`src/rtl/sram_arbiter_if.sv`:
```
// Requester-side bus for sram_arbiter: level request with command fields, returning read data and an ack pulse.
interface sram_arbiter_if #(
    parameter int ADDR_WIDTH = 18
);
    logic                  req;
    logic                  we;
    logic [ADDR_WIDTH-1:0] addr;
    logic [7:0]            wdata;
    logic [7:0]            rdata;
    logic                  ack;

    modport master (output req, we, addr, wdata, input rdata, ack);
    modport slave  (input req, we, addr, wdata, output rdata, ack);
endinterface

```
`src/rtl/sram_arbiter.sv`:
```
// Two-port arbiter sequencing fixed-length accesses to an external async 8-bit SRAM.
// Define SRAM_ARB_FIXED_PRIO_EN for port-A priority with B starvation relief; default is round-robin.
module sram_arbiter #(
    parameter int WAIT_STATES = 1,
    parameter int ADDR_WIDTH  = 18
) (
    input  logic                  clk,
    input  logic                  reset,
    sram_arbiter_if.slave         port_a,
    sram_arbiter_if.slave         port_b,
    output logic [ADDR_WIDTH-1:0] sramAddress,
    output logic [7:0]            sramDataOut,
    output logic                  sramDataOe,
    input  logic [7:0]            sramDataIn,
    output logic                  n_sRamCS,
    output logic                  n_sRamOE,
    output logic                  n_sRamWE
);

    typedef enum logic [1:0] {IDLE, SETUP, ACCESS, HOLD} state_t;

    localparam logic [3:0] LAST_CNT = 4'(WAIT_STATES);

    state_t                state;
    logic [3:0]            wait_cnt;
    logic                  cur_grant_b;
    logic                  cur_we;
    logic                  grant_b;
    logic                  sel_we;
    logic [ADDR_WIDTH-1:0] sel_addr;
    logic [7:0]            sel_wdata;

`ifdef SRAM_ARB_FIXED_PRIO_EN
    logic [2:0]            starve_cnt;

    // B only wins contention once A has taken four grants in a row while B waited
    always_comb begin
        grant_b = port_b.req && (!port_a.req || starve_cnt == 3'd4);
    end
`else
    logic                  last_grant_b;

    always_comb begin
        grant_b = port_b.req && (!port_a.req || !last_grant_b);
    end
`endif

    always_comb begin
        sel_we    = grant_b ? port_b.we    : port_a.we;
        sel_addr  = grant_b ? port_b.addr  : port_a.addr;
        sel_wdata = grant_b ? port_b.wdata : port_a.wdata;
    end

    // Strobes are registered one state ahead so each takes effect in the state it belongs to
    always_ff @(posedge clk) begin
        if (reset) begin
            state        <= IDLE;
            wait_cnt     <= 4'd0;
            cur_grant_b  <= 1'b0;
            cur_we       <= 1'b0;
            sramAddress  <= '0;
            sramDataOut  <= 8'h00;
            sramDataOe   <= 1'b0;
            n_sRamCS     <= 1'b1;
            n_sRamOE     <= 1'b1;
            n_sRamWE     <= 1'b1;
            port_a.ack   <= 1'b0;
            port_b.ack   <= 1'b0;
            port_a.rdata <= 8'h00;
            port_b.rdata <= 8'h00;
`ifdef SRAM_ARB_FIXED_PRIO_EN
            starve_cnt   <= 3'd0;
`else
            last_grant_b <= 1'b1;
`endif
        end else begin
            case (state)
                IDLE: begin
                    if (port_a.req || port_b.req) begin
                        cur_grant_b <= grant_b;
                        cur_we      <= sel_we;
                        sramAddress <= sel_addr;
                        n_sRamCS    <= 1'b0;
                        wait_cnt    <= 4'd0;
                        if (sel_we) begin
                            sramDataOe  <= 1'b1;
                            sramDataOut <= sel_wdata;
                        end else begin
                            n_sRamOE <= 1'b0;
                        end
`ifdef SRAM_ARB_FIXED_PRIO_EN
                        if (grant_b || !port_b.req) begin
                            starve_cnt <= 3'd0;
                        end else begin
                            starve_cnt <= starve_cnt + 3'd1;
                        end
`else
                        last_grant_b <= grant_b;
`endif
                        state <= SETUP;
                    end
                end
                SETUP: begin
                    if (cur_we) begin
                        n_sRamWE <= 1'b0;
                    end
                    state <= ACCESS;
                end
                ACCESS: begin
                    if (wait_cnt == LAST_CNT) begin
                        n_sRamWE <= 1'b1;
                        n_sRamOE <= 1'b1;
                        if (cur_grant_b) begin
                            port_b.ack <= 1'b1;
                            if (!cur_we) begin
                                port_b.rdata <= sramDataIn;
                            end
                        end else begin
                            port_a.ack <= 1'b1;
                            if (!cur_we) begin
                                port_a.rdata <= sramDataIn;
                            end
                        end
                        state <= HOLD;
                    end else begin
                        wait_cnt <= wait_cnt + 4'd1;
                    end
                end
                HOLD: begin
                    port_a.ack <= 1'b0;
                    port_b.ack <= 1'b0;
                    n_sRamCS   <= 1'b1;
                    sramDataOe <= 1'b0;
                    state      <= IDLE;
                end
                default: state <= IDLE;
            endcase
        end
    end

endmodule
```
`src/flat_wrapper.sv`:
```
// flat-port wrapper written by rule: the top's interface ports become plain ports
module sram_arbiter_flat 
#(
    parameter int WAIT_STATES = 1,
    parameter int ADDR_WIDTH  = 18
)
  (clk, reset, sramAddress, sramDataOut, sramDataOe, sramDataIn, n_sRamCS, n_sRamOE, n_sRamWE, port_a_req, port_a_we, port_a_addr, port_a_wdata, port_a_rdata, port_a_ack, port_b_req, port_b_we, port_b_addr, port_b_wdata, port_b_rdata, port_b_ack);
  sram_arbiter_if #(.ADDR_WIDTH(ADDR_WIDTH)) port_a_i ();
  sram_arbiter_if #(.ADDR_WIDTH(ADDR_WIDTH)) port_b_i ();
  input  logic clk;
  input  logic reset;
  output logic [ADDR_WIDTH-1:0] sramAddress;
  output logic [7:0] sramDataOut;
  output logic sramDataOe;
  input  logic [7:0] sramDataIn;
  output logic n_sRamCS;
  output logic n_sRamOE;
  output logic n_sRamWE;
  input wire logic [$bits(port_a_i.req)-1:0] port_a_req;
  input wire logic [$bits(port_a_i.we)-1:0] port_a_we;
  input wire logic [$bits(port_a_i.addr)-1:0] port_a_addr;
  input wire logic [$bits(port_a_i.wdata)-1:0] port_a_wdata;
  output wire logic [$bits(port_a_i.rdata)-1:0] port_a_rdata;
  output wire logic [$bits(port_a_i.ack)-1:0] port_a_ack;
  input wire logic [$bits(port_b_i.req)-1:0] port_b_req;
  input wire logic [$bits(port_b_i.we)-1:0] port_b_we;
  input wire logic [$bits(port_b_i.addr)-1:0] port_b_addr;
  input wire logic [$bits(port_b_i.wdata)-1:0] port_b_wdata;
  output wire logic [$bits(port_b_i.rdata)-1:0] port_b_rdata;
  output wire logic [$bits(port_b_i.ack)-1:0] port_b_ack;
  assign port_a_i.req = port_a_req;
  assign port_a_i.we = port_a_we;
  assign port_a_i.addr = port_a_addr;
  assign port_a_i.wdata = port_a_wdata;
  assign port_a_rdata = port_a_i.rdata;
  assign port_a_ack = port_a_i.ack;
  assign port_b_i.req = port_b_req;
  assign port_b_i.we = port_b_we;
  assign port_b_i.addr = port_b_addr;
  assign port_b_i.wdata = port_b_wdata;
  assign port_b_rdata = port_b_i.rdata;
  assign port_b_ack = port_b_i.ack;
  sram_arbiter #(.WAIT_STATES(WAIT_STATES), .ADDR_WIDTH(ADDR_WIDTH)) u_core (.clk(clk), .reset(reset), .port_a(port_a_i), .port_b(port_b_i), .sramAddress(sramAddress), .sramDataOut(sramDataOut), .sramDataOe(sramDataOe), .sramDataIn(sramDataIn), .n_sRamCS(n_sRamCS), .n_sRamOE(n_sRamOE), .n_sRamWE(n_sRamWE));
endmodule
```
`config.mk`:
```
export PLATFORM = sky130hd
export DESIGN_NAME = sram_arbiter_flat
export DESIGN_NICKNAME = d
export VERILOG_FILES = /design/src/rtl/sram_arbiter_if.sv /design/src/rtl/sram_arbiter.sv /design/src/flat_wrapper.sv
export SDC_FILE = /design/constraint.sdc
export NUM_CORES = 1
export LEC_CHECK = 0
export ABC_AREA = 1
export BUFFER_PORTS_ARGS = -buffer_cell sky130_fd_sc_hd__buf_2
export CELL_PAD_IN_SITES_DETAIL_PLACEMENT = 1
export CELL_PAD_IN_SITES_GLOBAL_PLACEMENT = 1
export CORE_UTILIZATION = 32
export DETAILED_ROUTE_END_ITERATION = 16
export PLACE_DENSITY = 0.87
export REMOVE_ABC_BUFFERS = 1
export SYNTH_ARGS = -nofsm -noshare
export SYNTH_HDL_FRONTEND = slang
export SYNTH_SLANG_ARGS = --single-unit
```
`constraint.sdc`:
```
create_clock -name clk -period 1.9 [get_ports clk]
set_input_delay 0.57 -clock clk [delete_from_list [all_inputs] [get_ports clk]]
set_output_delay 0.57 -clock clk [all_outputs]
set_load 0.005 [all_outputs]
```
== After elaboration in Yosys (flattened, before gate mapping) ==
Index checks and enable logic that the tools add are counted.

* Memory bits (read-only): 0
* Output and inout bits: 48
* Bits in writable memories: 0
* Latch bits: 0
* Register bits after elaboration: 57
* Bits of input ports: 66
* Memories kept: 0
* Word-level logic and storage cells: 78

* Shift operators: 0
* $lt $le $gt $ge: 0
* Divide/modulo/power cells: 0
* Equality and inequality tests: 12
* Bitwise operators: 2
* Add/sub/neg operators: 1
* Mux-type cells: 26
* Multiply operators: 0
* Reductions and logical operators: 22

{| class="wikitable"
|+ Operators with widths
! kind !! number
|-
| $mux W18 || 1
|-
| $reduce_and A3 Y1 || 6
|-
| $mux W1 || 12
|-
| $pmux W1 S2 || 6
|-
| $reduce_and A4 Y1 || 3
|-
| $ne A2 B1 Y1 const B || 5
|-
| $mux W4 || 2
|-
| $mux W8 || 1
|-
| $pmux W2 S4 || 1
|-
| $pmux W4 S2 || 1
|-
| $reduce_bool A2 Y1 || 4
|-
| $ne A2 B2 Y1 const B || 3
|-
| $reduce_and A2 Y1 || 3
|-
| $add A4 B1 Y4 const B || 1
|-
| $eq A2 B2 Y1 const B || 2
|-
| $eq A4 B1 Y1 const B || 1
|-
| $mux W2 || 2
|-
| $eq A2 B1 Y1 const B || 1
|-
| $logic_not A1 Y1 || 2
|-
| $logic_not A2 Y1 || 1
|-
| $logic_or A1 B1 Y1 || 2
|-
| $not A1 Y1 || 2
|-
| $logic_and A1 B1 Y1 || 1
|}

== Longest topological paths before layout ==
Gate-level depths: netlist of the first run.

* Depth after elaboration: 7
* Depth in mapped cells: 10
* Gate-level depth less buffers: 9

== Worst setup path before layout of the first run ==
No wires, ideal clock.

* Kind: register to register
* Start point: register u_core.state[0]
* End point: register u_core.port_a.rdata[0]
* Library setup time: 0.132 ns
* Buffers on the path: 1
* Setup slack: 0.413 ns
* Required time: 1.768 ns
* Period minus slack after synthesis: 1.487 ns
* Cell stages (with the launch flop): 10
* Arrival time: 1.355 ns
* Path through: dfxtp_1 -> inv_1 -> ha_1 -> buf_4 -> inv_2 -> or2_4 -> nor2_8 -> nand2_2 -> nand2_1 -> a21oi_1

* Word-level cells in the longest chain between the ends: 2

{| class="wikitable"
|+ RTL lines
! what !! RTL line !! source
|-
| start: declaration || sram_arbiter.sv:24 || <nowiki>state_t state;</nowiki>
|-
| start signal: assignment || sram_arbiter.sv:57 || <nowiki>state <= IDLE;</nowiki>
|-
| start signal: assignment || sram_arbiter.sv:100 || <nowiki>state <= SETUP;</nowiki>
|-
| start signal: assignment || sram_arbiter.sv:107 || <nowiki>state <= ACCESS;</nowiki>
|-
| $eq A2 B2 Y1 || sram_arbiter.sv:77 || <nowiki>case (state)</nowiki>
|-
| $reduce_and A4 Y1 (no line) || - ||
|-
| end: declaration || sram_arbiter_if.sv:13 || <nowiki>modport slave (input req, we, addr, wdata, output rdata, ack);</nowiki>
|}

No other way between the ends.
A chain may end at the register's enable or synchronous reset.

== Final worst setup path of the first run ==
* Start point: register u_core.state[0]
* End point: register u_core.sramAddress[11]

* Word-level cells in the longest chain between the ends: 2

{| class="wikitable"
|+ RTL lines
! what !! RTL line !! source
|-
| $logic_not A2 Y1 || sram_arbiter.sv:77 ||
|-
| $reduce_and A2 Y1 (no line) || - ||
|-
| end signal: assignment || sram_arbiter.sv:82 || <nowiki>sramAddress <= sel_addr;</nowiki>
|-
| end: declaration || sram_arbiter.sv:11 || <nowiki>output logic [ADDR_WIDTH-1:0] sramAddress,</nowiki>
|}

No other way between the ends.

==> out/qor.txt, run 1 <==
FLOORPLANNING
------------------------------------------------------------------------------------
Row count                                                                         32
Die Span X                                                                  91.99 um
Starting density of the core                                                  33.36%
Total die area                                                              8461 um2
IO Count                                                                         114
Vertical die dimension                                                      91.99 um
Core region area                                                            7767 um2

YOSYS
------------------------------------------------------------------------------------
Synth top area share                                                          44.04%
Avg Synthesized Cell Area                                                  7.080 um2
Flop and latch count out of synthesis                                             57
Adder-Cell Fraction of Synth Area                                             3.380%
Biggest area contributors in the synthesized netlist                    sky130_fd_sc_hd__dfxtp_1, sky130_fd_sc_hd__nand2_1, sky130_fd_sc_hd__nor2_1, sky130_fd_sc_hd__o21ai_0, sky130_fd_sc_hd__a31oi_1
Portion of netlist area occupied by mux cells                                     0%
Parity-gate share of the synthesized area counting xor and xnor cells        0.3380%
Synth Cell Area                                                             2591 um2
Compound-Gate Fraction of Synth Area                                          14.00%
Area share of and/or/nand/nor cells after synthesis                           31.72%
Distinct cell type count of the synthesized netlist                               25
Combinational family with the most area after synthesis                 simple AND/OR/NAND/NOR gates
Post-synth top area cell                                                sky130_fd_sc_hd__dfxtp_1
Sequential element share of the synthesized area                              44.04%
Synthesized instance count                                                       366
Ys Warns                                                                           0

POWER AND IR DROP
------------------------------------------------------------------------------------
Sequential share of power                                                      39.3%
Part of the power in combinational logic                                       37.8%
Part of the power in the clock network                                         22.9%
Proportion of total power due to net switching                                38.68%
Final Power                                                               0.004266 W
Maximum VDD drop                                                         0.0003508 V
Switching pwr                                                             0.001650 W
Internal cell power                                                       0.002616 W
Pleak                                                                       1.735 nW
Pwr Density                                                              1243 nW/um2

CLOCK TREE
------------------------------------------------------------------------------------
Number of buffers added to fix hold violations after cts                           0
Clock transition at the registers of the reported paths                      0.07 ns
Count of instances resized after the clock tree is built                           0
CTS Root Buffer Type                                                    sky130_fd_sc_hd__clkbuf_8
Clock tree from TritonCTS                                                      built
Total number of clock tree sinks                                                  57
Number of levels in the clock H-tree                                               3
Clk buf depth                                                                      2
CTS buffer count                                                                   9
Post-CTS setup buffer count                                                        0
Clock network latency to the later pin of the worst-skew pair                0.33 ns

GLOBAL ROUTING
------------------------------------------------------------------------------------
Aggregate global routing overflow                                                  0
Total GRT Usage                                                               18.53%
Wire length of the first global-routing pass                                12.48 mm
Initial antenna violation count                                                    0
Pin count of the biggest net entering global routing                              37
Vias in the first global route                                                  2805

TIMING
------------------------------------------------------------------------------------
Max-slew violation count                                                           0
Number of setup violations in the final report                                     0
Worst Skew                                                               0.008972 ns
Endpoints failing hold                                                             0
Clock period minus worst slack                                              1.718 ns
Worst slew margin                                                             69.32%
Max Clk Rate                                                               582.0 MHz
Worst-margin pin slew                                                      0.4595 ns
Post-route fraction of the period consumed by the critical path               90.43%
Unrepaired setup endpoints after global routing                                false
Post-Route Setup TNS                                                            0 ns

SETUP PATH
------------------------------------------------------------------------------------
Critical Path Source Type                                                       flop
Register-to-Register Setup Slack                                             0.18 ns
Start point of the critical path                                        u_core.state[0]
Worst reg-to-reg path cell count                                                   7
CP endpoint kind                                                                flop
Path type of the worst setup path                                       flop to flop
Crit Reg-Reg Endpoint                                                   u_core.sramAddress[11]
Max stage delay on crit path                                                 0.34 ns
Number of stages on the worst setup path                                           7
Critical Path, Cell by Cell                                             inv_1 -> ha_1 -> inv_2 -> nor2_8 -> buf_4 -> o21ai_0 -> a31oi_1
Buffer and inverter count on the worst path                                        3
Slowest-stage cell, CP                                                  sky130_fd_sc_hd__dfxtp_1
Reg-to-reg startpoint                                                   u_core.state[0]
Critical Path AT                                                             1.98 ns
Highest fanout seen on the critical path                                          36
Last element of the critical path                                       u_core.sramAddress[11]
Required time of the critical path                                           2.16 ns
Cell family with most CP delay                                          buffers and inverters

FINAL LAYOUT
------------------------------------------------------------------------------------
Net count, final                                                                 555
Share of final-layout standard cells stronger than drive strength 1           30.25%
Layout Cell Area excl Fill                                                  3432 um2
Count of inserted antenna diode cells                                              0
Area Overhead vs Synth                                                        32.45%

DRT
------------------------------------------------------------------------------------
ANT nets after route                                                               0
Average vias per placed instance                                               4.728
Vias post-DR                                                                    2780
WL per Instance                                                             12.47 um
Routed Wire Length                                                          7.335 mm
Post-route DRC violation count                                                     0
1st-iter DRT viols                                                                42
Count of TritonRoute iterations in the first routing pass                          4

PLACE
------------------------------------------------------------------------------------
Final HPWL from detailed placement                                          5.517 mm
Port bufs                                                                        113
Routability cong.                                                             0.7856
Area after DPL                                                              3262 um2

FLOW RUN
------------------------------------------------------------------------------------
Max_cap viols                                                                      0

RUN STATUS
------------------------------------------------------------------------------------
Result of the run                                                       finished clean

HOLD PATH
------------------------------------------------------------------------------------
Min-delay src                                                           u_core.n_sRamOE
Worst min path class                                                    flop to flop

-- layer usage --
metal | wire length [um] | share of wire, % | up-vias | GRT usage [%]
met5 | 0 | 0 | - | 0
met4 | 114 | 1.6 | 0 | 7.292
met3 | 405 | 5.5 | 10 | 4.395
met2 | 3635 | 50 | 83 | 33.77
met1 | 3178 | 43 | 1272 | 20.60
li1 | - | - | 1415 | -
-- cells in the final DEF, fill, tap and decap left out, drive strengths merged --
cell type and instances:
a21boi 1, xnor2 1, nand3b 1, inv 25, clkinv 2, dfxtp 57, nand4 3, nand3 19
o21ai 31, buf 120, a21oi 16, nand2 121, a31oi 18, nor2 49, ha 7, or2 1
o211ai 1, clkbuf 10, clkinvlp 3
-- worst register-to-register path, delay by kind of cell (launching register included) --
family	cells	cell delay, ns
buffers and inverters	3	0.56
AO/OA/AOI/OAI	2	0.31
adder cells (fa/ha/maj)	1	0.31
flip-flops	1	0.34
AND/OR/NAND/NOR	1	0.13
-- stage by stage --
stage / hold slack, ns / cells / setup slack (ns) / util (%)
after floorplan: 0.4419 / 351 / 0.3283 / -
after global placement: 0.4528 / 573 / 0.2342 / 41.99
after detailed placement: 0.4618 / 573 / 0.1538 / 41.99
after CTS: 0.4736 / 588 / 0.1896 / 44.18
after global routing: 0.4938 / 588 / 0.009221 / 44.18
final: 0.4638 / 588 / 0.1818 / 44.18
-- cells in the mapped netlist (all sizes together) --
master and instances:
a21boi 1, a21oi 16, a31oi 18, buf 10, clkbuf 5, dfxtp 57
ha 7, inv 25, nand2 121, nand3 19, nand3b 1, nand4 3
nor2 49, o211ai 1, o21ai 31, or2 1, xnor2 1
-- worst min path at each step --
stage                     slack, ns                     end  cells past startpoint
final                          0.46         u_core.n_sRamOE                      2
after CTS                      0.47       u_core.port_b.ack                      2
after global routing           0.49  u_core.sramAddress[13]                      3
after global placement         0.45         u_core.n_sRamCS                      2
after floorplan                0.44     u_core.last_grant_b                      2
after detailed placement       0.46  u_core.port_a.rdata[5]                      2
-- flip-flops by register name, summed over array words and instances (netlist names) --
register	count
u_core.sramDataOe	1
u_core.port_b.rdata	8
u_core.state	2
u_core.wait_cnt	4
u_core.cur_we	1
u_core.n_sRamWE	1
u_core.port_a.ack	1
u_core.n_sRamOE	1
u_core.port_b.ack	1
u_core.port_a.rdata	8
u_core.last_grant_b	1
u_core.sramDataOut	8
u_core.cur_grant_b	1
u_core.n_sRamCS	1
u_core.sramAddress	18
-- power groups by stage --
stage / registers (W) / clock network [W] / logic [W]
finish: 0.00168 / 0.000979 / 0.00161
global route: 0.00171 / 0.00107 / 0.00185
CTS: 0.00168 / 0.00101 / 0.00164
detailed placement: 0.00170 / 0 / 0.00163
global placement: 0.00169 / 0 / 0.00155
floorplan: 0.00169 / 0 / 0.000965
-- cells by family after synthesis --
group,Yosys count
fa+ha+maj,7
flops,57
compound gates,67
xor+xnor,1
simple gates,194
buf+inv,40
-- cell type report --
type                            instances  area (um2)
Fill cell                            1060        4335
Sequential cell                        57        1141
Multi-Input combinational cell        269        1281
Inverter                               25       93.84
Tap cell                              102       127.6
Clock inverter                          5       32.53
Timing Repair Buffer                  120       618.1
Clock buffer                           10       137.6
Note: power is estimated with default switching activity, not from simulation.
==> run 2: changes to the inputs <==
--- a/config.mk
+++ b/config.mk
@@ -11,7 +11,7 @@
 export CELL_PAD_IN_SITES_GLOBAL_PLACEMENT = 1
 export CORE_UTILIZATION = 32
 export DETAILED_ROUTE_END_ITERATION = 16
-export PLACE_DENSITY = 0.87
+export PLACE_DENSITY_LB_ADDON = 0.1
 export REMOVE_ABC_BUFFERS = 1
 export SYNTH_ARGS = -nofsm -noshare
 export SYNTH_HDL_FRONTEND = slang
==> out/qor.txt, run 2 (synthesized netlist as in run 1, its figures left out) <==
RUN STATUS
----------------------------------------------------------------------------------
Result of the run                                                     finished clean

GLOBAL ROUTING
----------------------------------------------------------------------------------
Initial antenna violation count                                                  0
Aggregate global routing overflow                                                0
Wire length of the first global-routing pass                              12.93 mm
Pin count of the biggest net entering global routing                            37
Vias in the first global route                                                2850
Total GRT Usage                                                             19.34%

FINAL LAYOUT
----------------------------------------------------------------------------------
Leading cell types in the layout, fill and taps excluded              sky130_fd_sc_hd__nand2_1, sky130_fd_sc_hd__buf_2, sky130_fd_sc_hd__dfxtp_1
Area Overhead vs Synth                                                      35.54%
Largest register FFs                                                            18
Most common cell after layout, fill and taps aside                    sky130_fd_sc_hd__nand2_1
Share of final-layout standard cells stronger than drive strength 1         30.88%
Register bank with the most flops                                     u_core.sramAddress
Count of non-filler cells in the finished layout                               591
Count of inserted antenna diode cells                                            0
Finished Core Util                                                          45.22%
Net count, final                                                               557

DRT
----------------------------------------------------------------------------------
Routed Wire Length                                                        7.551 mm
Count of TritonRoute iterations in the first routing pass                        4
ANT nets after route                                                             0
1st-iter DRT viols                                                              33
WL per Instance                                                           12.78 um
Post-route DRC violation count                                                   0
Vias post-DR                                                                  2743
Average vias per placed instance                                             4.641

SETUP PATH
----------------------------------------------------------------------------------
Critical Path Source Type                                                     flop
Path type of the worst setup path                                     flop to flop
Reg-to-reg startpoint                                                 u_core.state[0]
CP endpoint kind                                                              flop
Critical Path AT                                                           1.89 ns
Crit Reg-Reg Endpoint                                                 u_core.sramDataOe
Register-to-Register Setup Slack                                           0.23 ns
Highest fanout seen on the critical path                                        19
Required time of the critical path                                         2.13 ns
Worst reg-to-reg path cell count                                                 7

PLACE
----------------------------------------------------------------------------------
Routability cong.                                                           0.7402
Instance count after placement with tap cells included                         575
Final HPWL from detailed placement                                        5.551 mm
Port bufs                                                                      113

CLOCK TREE
----------------------------------------------------------------------------------
Number of buffers added to fix hold violations after cts                         0
Number of levels in the clock H-tree                                             3
Clock tree from TritonCTS                                                    built
CTS buffer count                                                                 9
Clk buf depth                                                                    2
Clock network latency to the later pin of the worst-skew pair              0.33 ns
CTS Root Buffer Type                                                  sky130_fd_sc_hd__clkbuf_8
Total number of clock tree sinks                                                57
Clock transition at the registers of the reported paths                    0.07 ns

HOLD PATH
----------------------------------------------------------------------------------
Cell depth of the worst hold path                                                2
Worst min path class                                                  flop to flop
Min-delay src                                                         u_core.port_a.rdata[3]
Worst hold endpoint                                                   u_core.port_a.rdata[3]

FLOW RUN
----------------------------------------------------------------------------------
Max_cap viols                                                                    0

TIMING
----------------------------------------------------------------------------------
Max-slew violation count                                                         0
Clock period minus worst slack                                            1.666 ns
Number of setup violations in the final report                                   0
Worst slew margin                                                           73.87%
Max Clk Rate                                                             600.4 MHz
Worst-margin pin slew                                                    0.3905 ns
Post-Route Setup TNS                                                          0 ns
Worst Skew                                                             0.007376 ns
Endpoints failing hold                                                           0
Post-route fraction of the period consumed by the critical path             87.66%
Unrepaired setup endpoints after global routing                              false
Hold slack                                                               0.4691 ns

FLOORPLANNING
----------------------------------------------------------------------------------
Total die area                                                            8461 um2
Row count                                                                       32
Vertical die dimension                                                    91.99 um
Core region area                                                          7767 um2
IO Count                                                                       114
Die Span X                                                                91.99 um
Starting density of the core                                                33.36%

POWER AND IR DROP
----------------------------------------------------------------------------------
Maximum VDD drop                                                       0.0004653 V
Final Power                                                             0.004596 W
Pwr Density                                                            1309 nW/um2
Pleak                                                                     1.768 nW

[run 2: cell count changes in the layout (fill, tap and decap cells not counted)]
cell / before / now
sky130_fd_sc_hd__buf_4: 7 / 8
sky130_fd_sc_hd__buf_6: 0 / 1
sky130_fd_sc_hd__bufinv_16: 0 / 2
sky130_fd_sc_hd__clkinv_2: 2 / 0
sky130_fd_sc_hd__clkinv_4: 0 / 1
sky130_fd_sc_hd__ha_1: 7 / 6
sky130_fd_sc_hd__ha_2: 0 / 1
[run 2: how the worst max path moves through the flow]
| stage | startpoint | end |
|---|---|---|
| after CTS | u_core.state[0] | u_core.port_b.rdata[0] |
| after detailed placement | u_core.state[0] | u_core.port_b.rdata[0] |
| after floorplan | u_core.state[0] | u_core.sramDataOe |
| after global placement | u_core.state[0] | u_core.port_a.rdata[7] |
| final | u_core.state[0] | u_core.sramDataOe |
| after global routing | u_core.state[0] | u_core.sramDataOe |
[run 2: power by group]
group,switching [W],internal (W)
Clock,0.000521,0.000776
Sequential,0.000172,0.00149
Combinational,0.000991,0.000644
[run 2: area by class of cell]
cell class	count	area, um2
clock buffer	10	137.6
clock inverter	6	91.34
fill	1055	4255
inverter	25	93.84
multi-input combinational	269	1284
sequential	57	1141
tap	102	127.6
timing repair buffer	122	636.9
[run 2: per-stage QoR]
| stage | instance area [um2] | setup WS, ns |
|---|---|---|
| 3_3_place_gp | 3277 | 0.2073 |
| 3_5_place_dp | 3277 | 0.1337 |
| 5_1_grt | 3512 | 0.01238 |
| 2_1_floorplan | 2516 | 0.3283 |
| 4_1_cts | 3506 | 0.1256 |
| 6_report | 3512 | 0.2344 |
[run 2: what timing repair did]
action                                  in CTS  in global routing
gates resized for setup                      0                  2
endpoints found under the setup margin       0                 22
setup buffers                                0                  0
[run 2: layer usage]
metal / part of all wire (%) / GRT usage [%] / vias to the layer above
li1: - / - / 1422
met1: 45 / 22.88 / 1238
met2: 47 / 32.84 / 75
met3: 6.8 / 5.224 / 8
met4: 1.2 / 8.203 / 0
met5: 0 / 0 / -
[run 2: worst max-delay path: stages, from the launching register on]
cell,delay (ns)
sky130_fd_sc_hd__dfxtp_1,0.33
sky130_fd_sc_hd__inv_1,0.13
sky130_fd_sc_hd__ha_1,0.33
sky130_fd_sc_hd__inv_2,0.12
sky130_fd_sc_hd__nor2_8,0.14
sky130_fd_sc_hd__nand3_4,0.22
sky130_fd_sc_hd__a21oi_1,0.24
sky130_fd_sc_hd__nor2_1,0.05
==> run 3: changes to the inputs <==
==> constraint.sdc (replaced) <==
create_clock -name clk -period 1.9 [get_ports clk]
set_input_delay 0.38 -clock clk [delete_from_list [all_inputs] [get_ports clk]]
set_output_delay 0.38 -clock clk [all_outputs]
set_load 0.005 [all_outputs]
==> out/qor.txt, run 3 (synthesized netlist as in run 1, its figures left out) <==
RUN STATUS
----------------------------------------------------------------------------------
Result of the run                                                     finished clean

DRT
----------------------------------------------------------------------------------
1st-iter DRT viols                                                              55
ANT nets after route                                                             0
Average vias per placed instance                                             4.703
WL per Instance                                                           12.89 um
Vias post-DR                                                                  2770
Routed Wire Length                                                        7.592 mm
Count of TritonRoute iterations in the first routing pass                        4
Post-route DRC violation count                                                   0

CLOCK TREE
----------------------------------------------------------------------------------
Clock transition at the registers of the reported paths                    0.07 ns
Number of buffers added to fix hold violations after cts                         0
Clock tree from TritonCTS                                                    built
Total number of clock tree sinks                                                57
Clock network latency to the later pin of the worst-skew pair              0.33 ns
CTS Root Buffer Type                                                  sky130_fd_sc_hd__clkbuf_8
Post-CTS setup buffer count                                                      0
Clk buf depth                                                                    2
CTS buffer count                                                                 9
Number of levels in the clock H-tree                                             3
Count of instances resized after the clock tree is built                         0

FINAL LAYOUT
----------------------------------------------------------------------------------
Register bank with the most flops                                     u_core.sramAddress
Leading cell types in the layout, fill and taps excluded              sky130_fd_sc_hd__nand2_1, sky130_fd_sc_hd__buf_2, sky130_fd_sc_hd__dfxtp_1
Layout Cell Area excl Fill                                                3432 um2
Finished Core Util                                                          44.18%
Share of final-layout standard cells stronger than drive strength 1         29.98%
Count of inserted antenna diode cells                                            0
Most common cell after layout, fill and taps aside                    sky130_fd_sc_hd__nand2_1
Largest register FFs                                                            18
Net count, final                                                               556
Area Overhead vs Synth                                                      32.45%

POWER AND IR DROP
----------------------------------------------------------------------------------
Pwr Density                                                            1241 nW/um2
Maximum VDD drop                                                       0.0003544 V
Final Power                                                             0.004259 W
Pleak                                                                     1.741 nW

TIMING
----------------------------------------------------------------------------------
Endpoints failing hold                                                           0
Post-route fraction of the period consumed by the critical path             90.56%
Post-Route Setup TNS                                                          0 ns
Unrepaired setup endpoints after global routing                              false
Max Clk Rate                                                             581.2 MHz
Worst-margin pin slew                                                    0.4855 ns
Worst Skew                                                             0.008575 ns
Number of setup violations in the final report                                   0
Worst slew margin                                                           67.59%
Clock period minus worst slack                                            1.721 ns
Max-slew violation count                                                         0

PLACE
----------------------------------------------------------------------------------
Port bufs                                                                      113
Final HPWL from detailed placement                                        5.604 mm
Routability cong.                                                           0.7761
Area after DPL                                                            3269 um2

GLOBAL ROUTING
----------------------------------------------------------------------------------
Wire length of the first global-routing pass                              12.90 mm
Vias in the first global route                                                2822
Aggregate global routing overflow                                                0
Pin count of the biggest net entering global routing                            37
Initial antenna violation count                                                  0
Total GRT Usage                                                             19.11%

SETUP PATH
----------------------------------------------------------------------------------
Critical Path Source Type                                                     flop
Slowest-stage cell, CP                                                sky130_fd_sc_hd__ha_1
Worst reg-to-reg path cell count                                                 6
CP endpoint kind                                                              flop
Critical Path AT                                                           1.95 ns
Required time of the critical path                                         2.13 ns
Path type of the worst setup path                                     flop to flop
Highest fanout seen on the critical path                                        10
Register-to-Register Setup Slack                                           0.18 ns
Critical Path, Cell by Cell                                           inv_1 -> ha_1 -> nand2_1 -> nand3b_2 -> o21ai_0 -> nor2_1
Max stage delay on crit path                                               0.38 ns

FLOORPLANNING
----------------------------------------------------------------------------------
Core region area                                                          7767 um2
Total die area                                                            8461 um2
Vertical die dimension                                                    91.99 um
Starting density of the core                                                33.36%
Die Span X                                                                91.99 um
IO Count                                                                       114
Row count                                                                       32

FLOW RUN
----------------------------------------------------------------------------------
Max_cap viols                                                                    0

HOLD PATH
----------------------------------------------------------------------------------
Worst min path class                                                  input port to flop
Cell depth of the worst hold path                                                3

[run 3: power breakdown]
group	total [W]	switching, W	internal (W)
combinational	0.00161	0.000980	0.000633
clock	0.000978	0.000480	0.000498
sequential	0.00167	0.000175	0.00149
[run 3: path summary, 6_finish.rpt]
check,from,endpoint
worst max-delay path,u_core.state[0],u_core.port_b.rdata[6]
worst min-delay path,port_b_addr[12],u_core.sramAddress[12]
worst max register to register,u_core.state[0],u_core.port_b.rdata[6]
worst min register to register,u_core.port_a.rdata[0],u_core.port_a.rdata[0]
[run 3: per-layer routing]
layer | up-vias | routed length (um) | track usage (%)
li1 | 1418 | - | -
met1 | 1263 | 3400 | 22.27
met2 | 77 | 3570 | 32.65
met3 | 12 | 477 | 5.473
met4 | 0 | 143 | 7.943
met5 | - | 0 | 0
[run 3: final cells by class]
cell class                      count  area, um2
Timing Repair Buffer              121      625.6
Clock buffer                       12      145.1
Inverter                           25      93.84
Sequential cell                    57       1141
Clock inverter                      3      17.52
Multi-Input combinational cell    269       1281
Tap cell                          102      127.6
Fill cell                        1053       4335
[run 3: through the flow]
| stage | hold WS (ns) | instances | setup slack [ns] |
|---|---|---|---|
| after CTS | 0.2916 | 589 | 0.1628 |
| after global placement | 0.4497 | 574 | 0.2552 |
| after detailed placement | 0.4510 | 574 | 0.1734 |
| after global routing | 0.3034 | 589 | 0.009682 |
| after floorplan | 0.4419 | 351 | 0.3283 |
| final | 0.3021 | 589 | 0.1793 |
[run 3: critical path: cells and delay by family (launching register included)]
kind	cells	cell delay (ns)
AO/OA/AOI/OAI	1	0.24
adder cells (fa/ha/maj)	1	0.38
buffers and inverters	1	0.12
flip-flops	1	0.33
AND/OR/NAND/NOR	3	0.54
